**src/rtl/servo_cmd_rx_if.sv**
```systemverilog
// Serial input and decoded command/group outputs of the servo command receiver.
interface servo_cmd_rx_if;
  logic        uart_rxd;
  logic        cmd_valid;
  logic [9:0]  cmd_id;
  logic [13:0] cmd_pwm;
  logic [13:0] cmd_time;
  logic [2:0]  cmd_idx;
  logic        grp_valid;
  logic [13:0] grp_num;
  logic        frame_err;
  logic        rx_busy;

  // Receiver side: consumes the serial line, produces decoded commands.
  modport master (
    input  uart_rxd,
    output cmd_valid, cmd_id, cmd_pwm, cmd_time, cmd_idx,
    output grp_valid, grp_num, frame_err, rx_busy
  );

  // Consumer side: drives the serial line, observes decoded commands.
  modport slave (
    output uart_rxd,
    input  cmd_valid, cmd_id, cmd_pwm, cmd_time, cmd_idx,
    input  grp_valid, grp_num, frame_err, rx_busy
  );
endinterface

```
**src/rtl/servo_cmd_rx.sv**
```systemverilog
// UART 8N1 receiver plus parser for "G000n" group headers and
// "#iiiPppppTtttt!" servo commands; emits binary ID/PWM/time fields.
module servo_cmd_rx #(
  parameter int unsigned CLK_FREQ = 50000000,
  parameter int unsigned UART_BPS = 115200
) (
  input  logic           sys_clk,
  input  logic           sys_rst_n,
  servo_cmd_rx_if.master bus
);
  localparam int unsigned BPS_CNT  = CLK_FREQ / UART_BPS;
  localparam int unsigned HALF_CNT = BPS_CNT / 2;
  localparam int unsigned CNT_W    = $clog2(BPS_CNT);
  localparam logic [CNT_W-1:0] BPS_LAST  = CNT_W'(BPS_CNT - 1);
  localparam logic [CNT_W-1:0] HALF_LAST = CNT_W'(HALF_CNT - 1);

  localparam logic [7:0] CH_G    = 8'h47;
  localparam logic [7:0] CH_HASH = 8'h23;
  localparam logic [7:0] CH_P    = 8'h50;
  localparam logic [7:0] CH_T    = 8'h54;
  localparam logic [7:0] CH_BANG = 8'h21;

  typedef enum logic [1:0] {RX_IDLE, RX_START, RX_DATA, RX_STOP} rx_state_t;
  typedef enum logic [2:0] {P_IDLE, G_DIG, ID_DIG, EXP_P, PWM_DIG, EXP_T, T_DIG, EXP_BANG} p_state_t;

  logic rxd_meta_q, rxd_sync_q, rxd_prev_q;

  rx_state_t        rx_state_q, rx_state_d;
  logic [CNT_W-1:0] cnt_q, cnt_d;
  logic [2:0]       bit_q, bit_d;
  logic [7:0]       shift_q, shift_d;
  logic             byte_stb, stop_err;

  p_state_t    p_state_q, p_state_d;
  logic [13:0] acc_q, acc_d, acc_next;
  logic [1:0]  dcnt_q, dcnt_d;
  logic [9:0]  id_hold_q, id_hold_d;
  logic [13:0] pwm_hold_q, pwm_hold_d, time_hold_q, time_hold_d;
  logic [2:0]  idx_q, idx_d;
  logic        cmd_valid_q, cmd_valid_d, grp_valid_q, grp_valid_d, frame_err_q, frame_err_d;
  logic [9:0]  cmd_id_q, cmd_id_d;
  logic [13:0] cmd_pwm_q, cmd_pwm_d, cmd_time_q, cmd_time_d, grp_num_q, grp_num_d;
  logic [2:0]  cmd_idx_q, cmd_idx_d;
  logic [7:0]  rx_byte;
  logic        is_digit, clr, syn_err;

  // Two-flop synchroniser plus one delayed copy for falling-edge detection.
  always_ff @(posedge sys_clk or negedge sys_rst_n) begin
    if (!sys_rst_n) begin
      rxd_meta_q <= 1'b1;
      rxd_sync_q <= 1'b1;
      rxd_prev_q <= 1'b1;
    end else begin
      rxd_meta_q <= bus.uart_rxd;
      rxd_sync_q <= rxd_meta_q;
      rxd_prev_q <= rxd_sync_q;
    end
  end

  // Bit-level receive state register.
  always_ff @(posedge sys_clk or negedge sys_rst_n) begin
    if (!sys_rst_n) begin
      rx_state_q <= RX_IDLE;
      cnt_q      <= '0;
      bit_q      <= '0;
      shift_q    <= '0;
    end else begin
      rx_state_q <= rx_state_d;
      cnt_q      <= cnt_d;
      bit_q      <= bit_d;
      shift_q    <= shift_d;
    end
  end

  // Bit-level receive: mid-bit sampling, LSB-first shift, stop-bit check.
  always_comb begin
    rx_state_d = rx_state_q;
    cnt_d      = cnt_q + CNT_W'(1);
    bit_d      = bit_q;
    shift_d    = shift_q;
    byte_stb   = 1'b0;
    stop_err   = 1'b0;
    unique case (rx_state_q)
      RX_IDLE: begin
        cnt_d = '0;
        if (rxd_prev_q && !rxd_sync_q) rx_state_d = RX_START;
      end
      RX_START: if (cnt_q == HALF_LAST) begin
        cnt_d      = '0;
        bit_d      = '0;
        rx_state_d = rxd_sync_q ? RX_IDLE : RX_DATA;
      end
      RX_DATA: if (cnt_q == BPS_LAST) begin
        cnt_d   = '0;
        shift_d = {rxd_sync_q, shift_q[7:1]};
        bit_d   = bit_q + 3'd1;
        if (bit_q == 3'd7) rx_state_d = RX_STOP;
      end
      RX_STOP: if (cnt_q == BPS_LAST) begin
        cnt_d      = '0;
        rx_state_d = RX_IDLE;
        byte_stb   = rxd_sync_q;
        stop_err   = !rxd_sync_q;
      end
    endcase
  end

  assign rx_byte  = shift_q;
  assign is_digit = (rx_byte >= 8'h30) && (rx_byte <= 8'h39);
  assign acc_next = acc_q * 14'd10 + {10'd0, rx_byte[3:0]};

  // Parser state, accumulators and registered output fields.
  always_ff @(posedge sys_clk or negedge sys_rst_n) begin
    if (!sys_rst_n) begin
      p_state_q   <= P_IDLE;
      acc_q       <= '0;
      dcnt_q      <= '0;
      id_hold_q   <= '0;
      pwm_hold_q  <= '0;
      time_hold_q <= '0;
      idx_q       <= '0;
      cmd_valid_q <= 1'b0;
      grp_valid_q <= 1'b0;
      frame_err_q <= 1'b0;
      cmd_id_q    <= '0;
      cmd_pwm_q   <= '0;
      cmd_time_q  <= '0;
      cmd_idx_q   <= '0;
      grp_num_q   <= '0;
    end else begin
      p_state_q   <= p_state_d;
      acc_q       <= acc_d;
      dcnt_q      <= dcnt_d;
      id_hold_q   <= id_hold_d;
      pwm_hold_q  <= pwm_hold_d;
      time_hold_q <= time_hold_d;
      idx_q       <= idx_d;
      cmd_valid_q <= cmd_valid_d;
      grp_valid_q <= grp_valid_d;
      frame_err_q <= frame_err_d;
      cmd_id_q    <= cmd_id_d;
      cmd_pwm_q   <= cmd_pwm_d;
      cmd_time_q  <= cmd_time_d;
      cmd_idx_q   <= cmd_idx_d;
      grp_num_q   <= grp_num_d;
    end
  end

  // Byte-level parser; syntax errors resynchronise on '#' or 'G'.
  always_comb begin
    p_state_d   = p_state_q;
    acc_d       = acc_q;
    dcnt_d      = dcnt_q;
    id_hold_d   = id_hold_q;
    pwm_hold_d  = pwm_hold_q;
    time_hold_d = time_hold_q;
    idx_d       = idx_q;
    cmd_valid_d = 1'b0;
    grp_valid_d = 1'b0;
    frame_err_d = 1'b0;
    cmd_id_d    = cmd_id_q;
    cmd_pwm_d   = cmd_pwm_q;
    cmd_time_d  = cmd_time_q;
    cmd_idx_d   = cmd_idx_q;
    grp_num_d   = grp_num_q;
    clr         = 1'b0;
    syn_err     = 1'b0;
    if (stop_err) begin
      frame_err_d = 1'b1;
      p_state_d   = P_IDLE;
    end else if (byte_stb) begin
      unique case (p_state_q)
        P_IDLE: begin
          if (rx_byte == CH_G) begin
            p_state_d = G_DIG;
            clr       = 1'b1;
            idx_d     = '0;
          end else if (rx_byte == CH_HASH) begin
            p_state_d = ID_DIG;
            clr       = 1'b1;
          end
        end
        G_DIG, ID_DIG, PWM_DIG, T_DIG: begin
          if (!is_digit) begin
            syn_err = 1'b1;
          end else begin
            acc_d  = acc_next;
            dcnt_d = dcnt_q + 2'd1;
            if (dcnt_q == ((p_state_q == ID_DIG) ? 2'd2 : 2'd3)) begin
              unique case (p_state_q)
                G_DIG: begin
                  grp_num_d   = acc_next;
                  grp_valid_d = 1'b1;
                  p_state_d   = P_IDLE;
                end
                ID_DIG: begin
                  id_hold_d = acc_next[9:0];
                  p_state_d = EXP_P;
                end
                PWM_DIG: begin
                  pwm_hold_d = acc_next;
                  p_state_d  = EXP_T;
                end
                default: begin
                  time_hold_d = acc_next;
                  p_state_d   = EXP_BANG;
                end
              endcase
            end
          end
        end
        EXP_P: begin
          if (rx_byte == CH_P) begin
            p_state_d = PWM_DIG;
            clr       = 1'b1;
          end else syn_err = 1'b1;
        end
        EXP_T: begin
          if (rx_byte == CH_T) begin
            p_state_d = T_DIG;
            clr       = 1'b1;
          end else syn_err = 1'b1;
        end
        EXP_BANG: begin
          if (rx_byte == CH_BANG) begin
            cmd_id_d    = id_hold_q;
            cmd_pwm_d   = pwm_hold_q;
            cmd_time_d  = time_hold_q;
            cmd_idx_d   = idx_q;
            cmd_valid_d = 1'b1;
            idx_d       = (idx_q == 3'd7) ? idx_q : idx_q + 3'd1;
            p_state_d   = P_IDLE;
          end else syn_err = 1'b1;
        end
      endcase
      if (syn_err) begin
        frame_err_d = 1'b1;
        if (rx_byte == CH_HASH) begin
          p_state_d = ID_DIG;
          clr       = 1'b1;
        end else if (rx_byte == CH_G) begin
          p_state_d = G_DIG;
          clr       = 1'b1;
          idx_d     = '0;
        end else begin
          p_state_d = P_IDLE;
        end
      end
    end
    if (clr) begin
      acc_d  = '0;
      dcnt_d = '0;
    end
  end

  assign bus.cmd_valid = cmd_valid_q;
  assign bus.cmd_id    = cmd_id_q;
  assign bus.cmd_pwm   = cmd_pwm_q;
  assign bus.cmd_time  = cmd_time_q;
  assign bus.cmd_idx   = cmd_idx_q;
  assign bus.grp_valid = grp_valid_q;
  assign bus.grp_num   = grp_num_q;
  assign bus.frame_err = frame_err_q;
  assign bus.rx_busy   = (rx_state_q != RX_IDLE);
endmodule

```
**src/flat_wrapper.sv**
```systemverilog
// flat-port wrapper written by rule: the top's interface ports become plain ports
module servo_cmd_rx_flat 
#(
  parameter int unsigned CLK_FREQ = 50000000,
  parameter int unsigned UART_BPS = 115200
)
  (sys_clk, sys_rst_n, bus_uart_rxd, bus_cmd_valid, bus_cmd_id, bus_cmd_pwm, bus_cmd_time, bus_cmd_idx, bus_grp_valid, bus_grp_num, bus_frame_err, bus_rx_busy);
  servo_cmd_rx_if bus_i ();
  input  logic sys_clk;
  input  logic sys_rst_n;
  input wire logic [$bits(bus_i.uart_rxd)-1:0] bus_uart_rxd;
  output wire logic [$bits(bus_i.cmd_valid)-1:0] bus_cmd_valid;
  output wire logic [$bits(bus_i.cmd_id)-1:0] bus_cmd_id;
  output wire logic [$bits(bus_i.cmd_pwm)-1:0] bus_cmd_pwm;
  output wire logic [$bits(bus_i.cmd_time)-1:0] bus_cmd_time;
  output wire logic [$bits(bus_i.cmd_idx)-1:0] bus_cmd_idx;
  output wire logic [$bits(bus_i.grp_valid)-1:0] bus_grp_valid;
  output wire logic [$bits(bus_i.grp_num)-1:0] bus_grp_num;
  output wire logic [$bits(bus_i.frame_err)-1:0] bus_frame_err;
  output wire logic [$bits(bus_i.rx_busy)-1:0] bus_rx_busy;
  assign bus_i.uart_rxd = bus_uart_rxd;
  assign bus_cmd_valid = bus_i.cmd_valid;
  assign bus_cmd_id = bus_i.cmd_id;
  assign bus_cmd_pwm = bus_i.cmd_pwm;
  assign bus_cmd_time = bus_i.cmd_time;
  assign bus_cmd_idx = bus_i.cmd_idx;
  assign bus_grp_valid = bus_i.grp_valid;
  assign bus_grp_num = bus_i.grp_num;
  assign bus_frame_err = bus_i.frame_err;
  assign bus_rx_busy = bus_i.rx_busy;
  servo_cmd_rx #(.CLK_FREQ(CLK_FREQ), .UART_BPS(UART_BPS)) u_core (.sys_clk(sys_clk), .sys_rst_n(sys_rst_n), .bus(bus_i));
endmodule
```
**config.mk**
```make
export PLATFORM = sky130hd
export DESIGN_NAME = servo_cmd_rx_flat
export DESIGN_NICKNAME = d
export VERILOG_FILES = /design/src/rtl/servo_cmd_rx_if.sv /design/src/rtl/servo_cmd_rx.sv /design/src/flat_wrapper.sv
export SDC_FILE = /design/constraint.sdc
export NUM_CORES = 1
export LEC_CHECK = 0
export ABC_AREA = 1
export CORE_AREA = 2 2 153 125
export DETAILED_ROUTE_END_ITERATION = 6
export DIE_AREA = 0 0 155 127
export GPL_ROUTABILITY_DRIVEN = 1
export PLACE_DENSITY = 0.57
export SLEW_MARGIN = 30
export SYNTH_ARGS = -nofsm -noshare
export SYNTH_HDL_FRONTEND = slang
export SYNTH_SLANG_ARGS = --single-unit
export TNS_END_PERCENT = 50
```
**constraint.sdc**
```tcl
create_clock -name sys_clk -period 2.55 [get_ports sys_clk]
set_input_delay 0.3825 -clock sys_clk [delete_from_list [all_inputs] [get_ports sys_clk]]
set_output_delay 0.3825 -clock sys_clk [all_outputs]
set_load 0.005 [all_outputs]
```
### After elaboration in Yosys (flattened, before gate mapping)

Index checks and enable logic that the tools add are counted.

| storage, ports and cells | value |
|---|---|
| word-level logic and storage cells | 168 |
| register bits | 143 |

| operators by class | value |
|---|---|
| bitwise gates (word level) | 2 |
| $mul | 1 |
| multiplexer cells | 79 |
| reduce and logical (&&, ||, !) cells | 25 |
| add/sub/neg operators | 5 |
| $lt $le $gt $ge | 2 |
| equality and inequality tests | 32 |

Operators with widths:

| cell | count |
|---|---|
| two-way mux 14 bit | 5 |
| two-way mux 3 bit | 19 |
| two-way mux 1 bit | 34 |
| one-hot mux 9 bit (3 select lines) | 1 |
| equality test 8 x 7 -> 1 bit, second input constant | 3 |
| AND reduction 6 bit | 4 |
| two-way mux 2 bit | 11 |
| != test 4 x 1 -> 1 bit, second input constant | 5 |
| equality test 3 bit, second input constant | 6 |
| two-way mux 9 bit | 2 |
| equality test 8 x 6 -> 1 bit, second input constant | 2 |
| one-hot mux 3 bit (5 select lines) | 1 |
| adder 14 x 4 -> 14 bit | 1 |
| multiplier 14 x 3 -> 13 bit, second input constant | 1 |
| one-hot mux 3 bit (2 select lines) | 2 |
| nonzero test 2 bit | 6 |
| != test 2 x 1 -> 1 bit, second input constant | 5 |
| adder 9 x 1 -> 9 bit, second input constant | 1 |
| equality test 9 x 8 -> 1 bit, second input constant | 1 |
| equality test 9 bit, second input constant | 1 |
| one-hot mux 3 bit (3 select lines) | 1 |
| greater-or-equal comparator 8 x 6 -> 1 bit, second input constant | 1 |
| less-or-equal comparator 8 x 6 -> 1 bit, second input constant | 1 |
| one-hot mux 2 bit (4 select lines) | 1 |
| 24 further kinds | 31 |

### Logic depth before layout (Yosys ltp)

| depth | value |
|---|---|
| word-level depth | 11 |
| gate-level depth with buffers | 15 |
| mapped depth without buffers | 15 |

### Worst setup path before layout

OpenSTA, ideal clock, no wires.

| timing | value |
|---|---|
| kind | register to register |
| start point | register u_core.acc_q[1] |
| end point | register u_core.acc_q[12] |
| setup slack | 3 ps |
| cell stages (with the launch flop) | 14 |
| library setup time | 66 ps |
| arrival time | 2481 ps |
| buffers on the path | 0 |
| clock period less this slack | 2547 ps |
| path through | dfrtp_1 -> ha_1 -> ha_1 -> fa_1 -> nand2_1 -> nor2_1 -> nand2_1 -> nand2_1 -> nand3_1 -> nor2_1 -> nand3_1 -> o21bai_1 -> nand3_1 -> nand2_1 |

| on the way | value |
|---|---|
| word-level cells in the longest chain between the ends | 7 |

RTL lines:

| item | RTL line | source |
|---|---|---|
| start, declared | servo_cmd_rx.sv:35 | `logic [13:0] acc_q, acc_d, acc_next;` |
| start signal, assigned | servo_cmd_rx.sv:116 | `acc_q <= '0;` |
| start signal, assigned | servo_cmd_rx.sv:132 | `acc_q <= acc_d;` |
| multiplier 14 x 3 -> 13 bit | servo_cmd_rx.sv:110 | `assign acc_next = acc_q * 14'd10 + {10'd0, rx_byte[3:0]};` |
| adder 14 x 4 -> 14 bit | servo_cmd_rx.sv:110 |  |
| two-way mux 14 bit | servo_cmd_rx.sv:184 | `if (!is_digit) begin` |
| two-way mux 14 bit | servo_cmd_rx.sv:172 | `unique case (p_state_q)` |
| two-way mux 14 bit | servo_cmd_rx.sv:171 | `end else if (byte_stb) begin` |
| two-way mux 14 bit | servo_cmd_rx.sv:168 | `if (stop_err) begin` |
| two-way mux 14 bit | servo_cmd_rx.sv:250 | `if (clr) begin` |

No other way between the ends. The select of a mux whose other input is x is not followed.
A chain may end at the register's enable or synchronous reset.

### Final worst setup path

| timing | value |
|---|---|
| start point | register u_core.acc_q[1] |
| end point | register u_core.pwm_hold_q[12] |

| on the way | value |
|---|---|
| word-level cells in the longest chain between the ends | 2 |

RTL lines:

| item | RTL line | source |
|---|---|---|
| multiplier 14 x 3 -> 13 bit | servo_cmd_rx.sv:110 |  |
| adder 14 x 4 -> 14 bit | servo_cmd_rx.sv:110 |  |
| end signal, assigned | servo_cmd_rx.sv:135 | `pwm_hold_q <= pwm_hold_d;` |
| end, declared | servo_cmd_rx.sv:38 | `logic [13:0] pwm_hold_q, pwm_hold_d, time_hold_q, time_hold_d;` |

No other way between the ends.

==> reports/qor.csv <==
stage,metric,value,unit
power_and_ir_drop,power_frac_seq,44.3,%
sta,drv_slew,0,
floorplan,initial_utilization,39.6,%
critical_path,rr_startpoint,u_core.acc_q[1]$_DFFE_PN0P_,
sta,period_minus_slack,2.50,ns
floorplan,fp.coreArea,18000,sq um
global_route,grt_pass1_vias,5314,
sta,tightestPinTransition,0.834,ns
critical_path,worstPathMaxFanout,4,
run,max_cap_viol_count,0,
yosys,synth_nets,901,
worst_hold_path,hold_class,reg2reg,
power_and_ir_drop,power_density,586,nW/um^2
sta,setup_violations,0,
clock_network,cts_tree,yes,
yosys,synth_xor_area_share,2.09,%
power_and_ir_drop,total_switching_power,1.34,mW
critical_path,cp-start-kind,flip-flop,
yosys,synthMuxAreaShare,0,%
detailed_routing,finalWirelength,16.5,mm
power_and_ir_drop,p_sw_share,25.5,%
sta,rsz0062_at_grt,true,
sta,fin_setup_tns,0,ns
power_and_ir_drop,ir_drop,0.000340,V
detailed_routing,drc_errors,0,
detailed_routing,drtIter0Drc,348,
sta,setup_ws,0.0478,ns
floorplan,die_h,127,um
layout,final_cell_mix,"nand2_1, dfrtp_1, inv_1, nor2_1, clkdlybuf4s50_1",
clock_network,cts_buffers,17,
layout,layout_commonest_cell,nand2_1,
yosys,avgSynthCellArea,8.24,sq um
layout,antenna_cells,0,
sta,relSlewSlack,44.3,%
critical_path,critPathArrivalTime,2.82,ns
sta,hold_viol_final,0,
global_route,antenna_found_initial,0,
sta,min_period_over_period,98.1,%
critical_path,cp.required,2.87,ns
yosys,synthAdderAreaFrac,6.19,%
yosys,synth_top_family_by_area,simple AND/OR/NAND/NOR gates,
power_and_ir_drop,p_leak,4.48,nW
placement,post-place-ws,-0.0764,ns
floorplan,placementRows,44,
detailed_routing,firstDrtPassIters,5,
global_route,grt_pass1_wl,27.7,mm
critical_path,crit_start,u_core.acc_q[1]$_DFFE_PN0P_,
placement,placed_cells,1158,
layout,fillers,1703,
detailed_routing,wl_per_cell,13.9,um
sta,skew,0.0139,ns
global_route,overflow,0,
yosys,netlist_instances,864,
clock_network,cts.sinks,142,
yosys,yosys_register_bits,142,
power_and_ir_drop,p_comb_share,7.0,%
worst_hold_path,worstHoldStart,u_core.rxd_meta_q$_DFF_PN1_,
status,status,finished clean,
power_and_ir_drop,clkPwrFrac,48.7,%
detailed_routing,drt-vias-per-instance,4.77,
clock_network,clk_latency,0.43,ns
placement,hpwl,11.7,mm
layout,instances_no_fill,1192,
placement,portBuffers,61,
yosys,synth_area_leaders,"dfrtp_1, nand2_1, ha_1",
yosys,ys_seq_area_share,50.0,%
layout,layout-drive-gt1-share,13.7,%
yosys,ys_types,39,
clock_network,htree_num_levels,4,
yosys,yosys_warnings,0,
clock_network,cts_max_path_buffers,2,
yosys,netlist_area,7120,sq um
yosys,synth-simple-area-share,26.6,%
detailed_routing,vias,5687,
yosys,yosysTopAreaCell,dfrtp_1,
global_route,grt_max_degree,59,
critical_path,crit_type,reg2reg,
yosys,synth_compound_area_share,8.19,%
placement,gp_congestion,0.875,
sta,max_freq,400,MHz
floorplan,num_io_pins,62,
floorplan,die_w,155,um
critical_path,cp-end-kind,flip-flop,
layout,area_growth,25.9,%
power_and_ir_drop,internal_power,3.92,mW
floorplan,die_area,19700,sq um
power_and_ir_drop,power,5.25,mW
clock_network,clkSlewWorstSetupHoldPaths,0.06,ns
global_route,grt_use_total,17.9,%
yosys,yosysTopAreaCellShare,48.8,%
layout,num-nets-final,986,
detailed_routing,ant_nets,0,
clock_network,cts_root_buf,clkbuf_16,
## layer usage
metal  up-vias  track usage [%]  routed length, um
met4         0             5.28                169
li1       2930                -                  -
met5         -                0                  0
met1      2634             27.3               8650
met2       111             25.6               6990
met3        12             3.80                714
## stage by stage
| stage | util, % | cell area (sq um) | hold WS (ns) |
|---|---|---|---|
| final | 49.8 | 8970 | 0.357 |
| after CTS | 48.6 | 8750 | 0.351 |
| after floorplan | - | 7120 | 0.0869 |
| after global routing | 49.8 | 8970 | 0.351 |
| after global placement | 45.0 | 8100 | 0.303 |
| after detailed placement | 45.0 | 8100 | 0.303 |
## worst max-delay path, cell delays in order, from the launching register on
cell and delay (ns):
dfrtp_1 0.40, ha_4 0.26, ha_4 0.16, fa_2 0.56, nand2_2 0.06, nor2_1 0.09
nand2_1 0.07, nand2_2 0.09, nand3_4 0.09, nor2_4 0.16, nand3_4 0.11, nor2_4 0.14
nand2_4 0.08, nand3_1 0.09, nand2_1 0.05
## layout make-up
class / count / area [sq um] / share of cell area, %
multi-input cells: 599 / 3300 / 36.8
clock inverters: 14 / 171 / 1.91
clock buffers: 18 / 439 / 4.90
well taps: 230 / 288 / 3.21
inverters: 101 / 379 / 4.23
repair buffers: 88 / 830 / 9.25
flip-flops and latches: 142 / 3560 / 39.7
## logic make-up (layout without fill, tap and decap cells)
group,after synthesis,count (layout)
AOI/OAI and AO/OA,105,105
xor gates and xnor gates,17,17
DFF,142,142
and+or+nand+nor,443,443
adders and majority gates,34,34
buffers and inverters,123,221
## final timing paths
| path | endpoint | slack (ns) | cells past startpoint |
|---|---|---|---|
| max | u_core.pwm_hold_q[12]$_DFFE_PN0P_ | 0.05 | 14 |
| min | u_core.rxd_sync_q$_DFF_PN1_ | 0.36 | 0 |
| max reg2reg | u_core.pwm_hold_q[12]$_DFFE_PN0P_ | 0.05 | 14 |
| min reg2reg | u_core.rxd_sync_q$_DFF_PN1_ | 0.36 | 0 |
| max in group asynchronous | u_core.pwm_hold_q[2]$_DFFE_PN0P_ | 1.46 | 3 |
| min in group asynchronous | u_core.bus.cmd_idx[0]$_DFFE_PN0P_ | 0.41 | 2 |
## Yosys cell counts
library cell  number
a21oi_1           12
nand4_1            8
nor3_1            10
o21ai_0           56
fa_1               2
nand3_1           61
o211ai_1           1
xnor2_1            3
nor2_4             1
o21a_1             1
nand3_2            2
xor2_1            14
a31oi_1            2
o21bai_1           2
o22ai_1            2
a21boi_0           1
a22oi_1            1
nor2_8             1
o21ai_2           10
nand2_1          275
nand2_2            4
nand2_4            1
nor2_1            70
o21ai_1           17
dfrtp_1          139
nor3_4             3
nand3b_1           1
buf_6              3
inv_2              3
nor3b_1            1
inv_1             98
nor3_2             2
buf_2             10
or2_2              2
nor4_1             1
clkbuf_1           8
buf_4              1
ha_1              32
dfstp_2            3
## sequential cells by signal, indices dropped and copies added, names as in the netlist, 8 cells and up, named ones only
signal and cells:
u_core.acc_q 13, u_core.bus.cmd_id 10, u_core.bus.cmd_pwm 14, u_core.bus.cmd_time 14, u_core.bus.grp_num 14, u_core.cnt_q 9
u_core.id_hold_q 10, u_core.pwm_hold_q 14, u_core.rx_byte 8, u_core.time_hold_q 14
## power by group through the flow
stage               Combinational (mW)  Clock (mW)  Sequential (mW)
floorplan                        0.227           0             2.36
global placement                 0.364           0             2.37
detailed placement               0.368           0             2.37
CTS                              0.372        2.62             2.33
global route                     0.428        2.73             2.34
finish                           0.367        2.56             2.33
## timing repair
item / CTS / global route
buffers inserted: 0 / 1
hold endpoints to repair: 33 / 0
gates resized for setup: 6 / 48
hold buffers: 1 / 0
pin swaps: 0 / 10
endpoints found under the setup margin: 11 / 27
No activity file was read; power rests on OpenSTA's default activity.
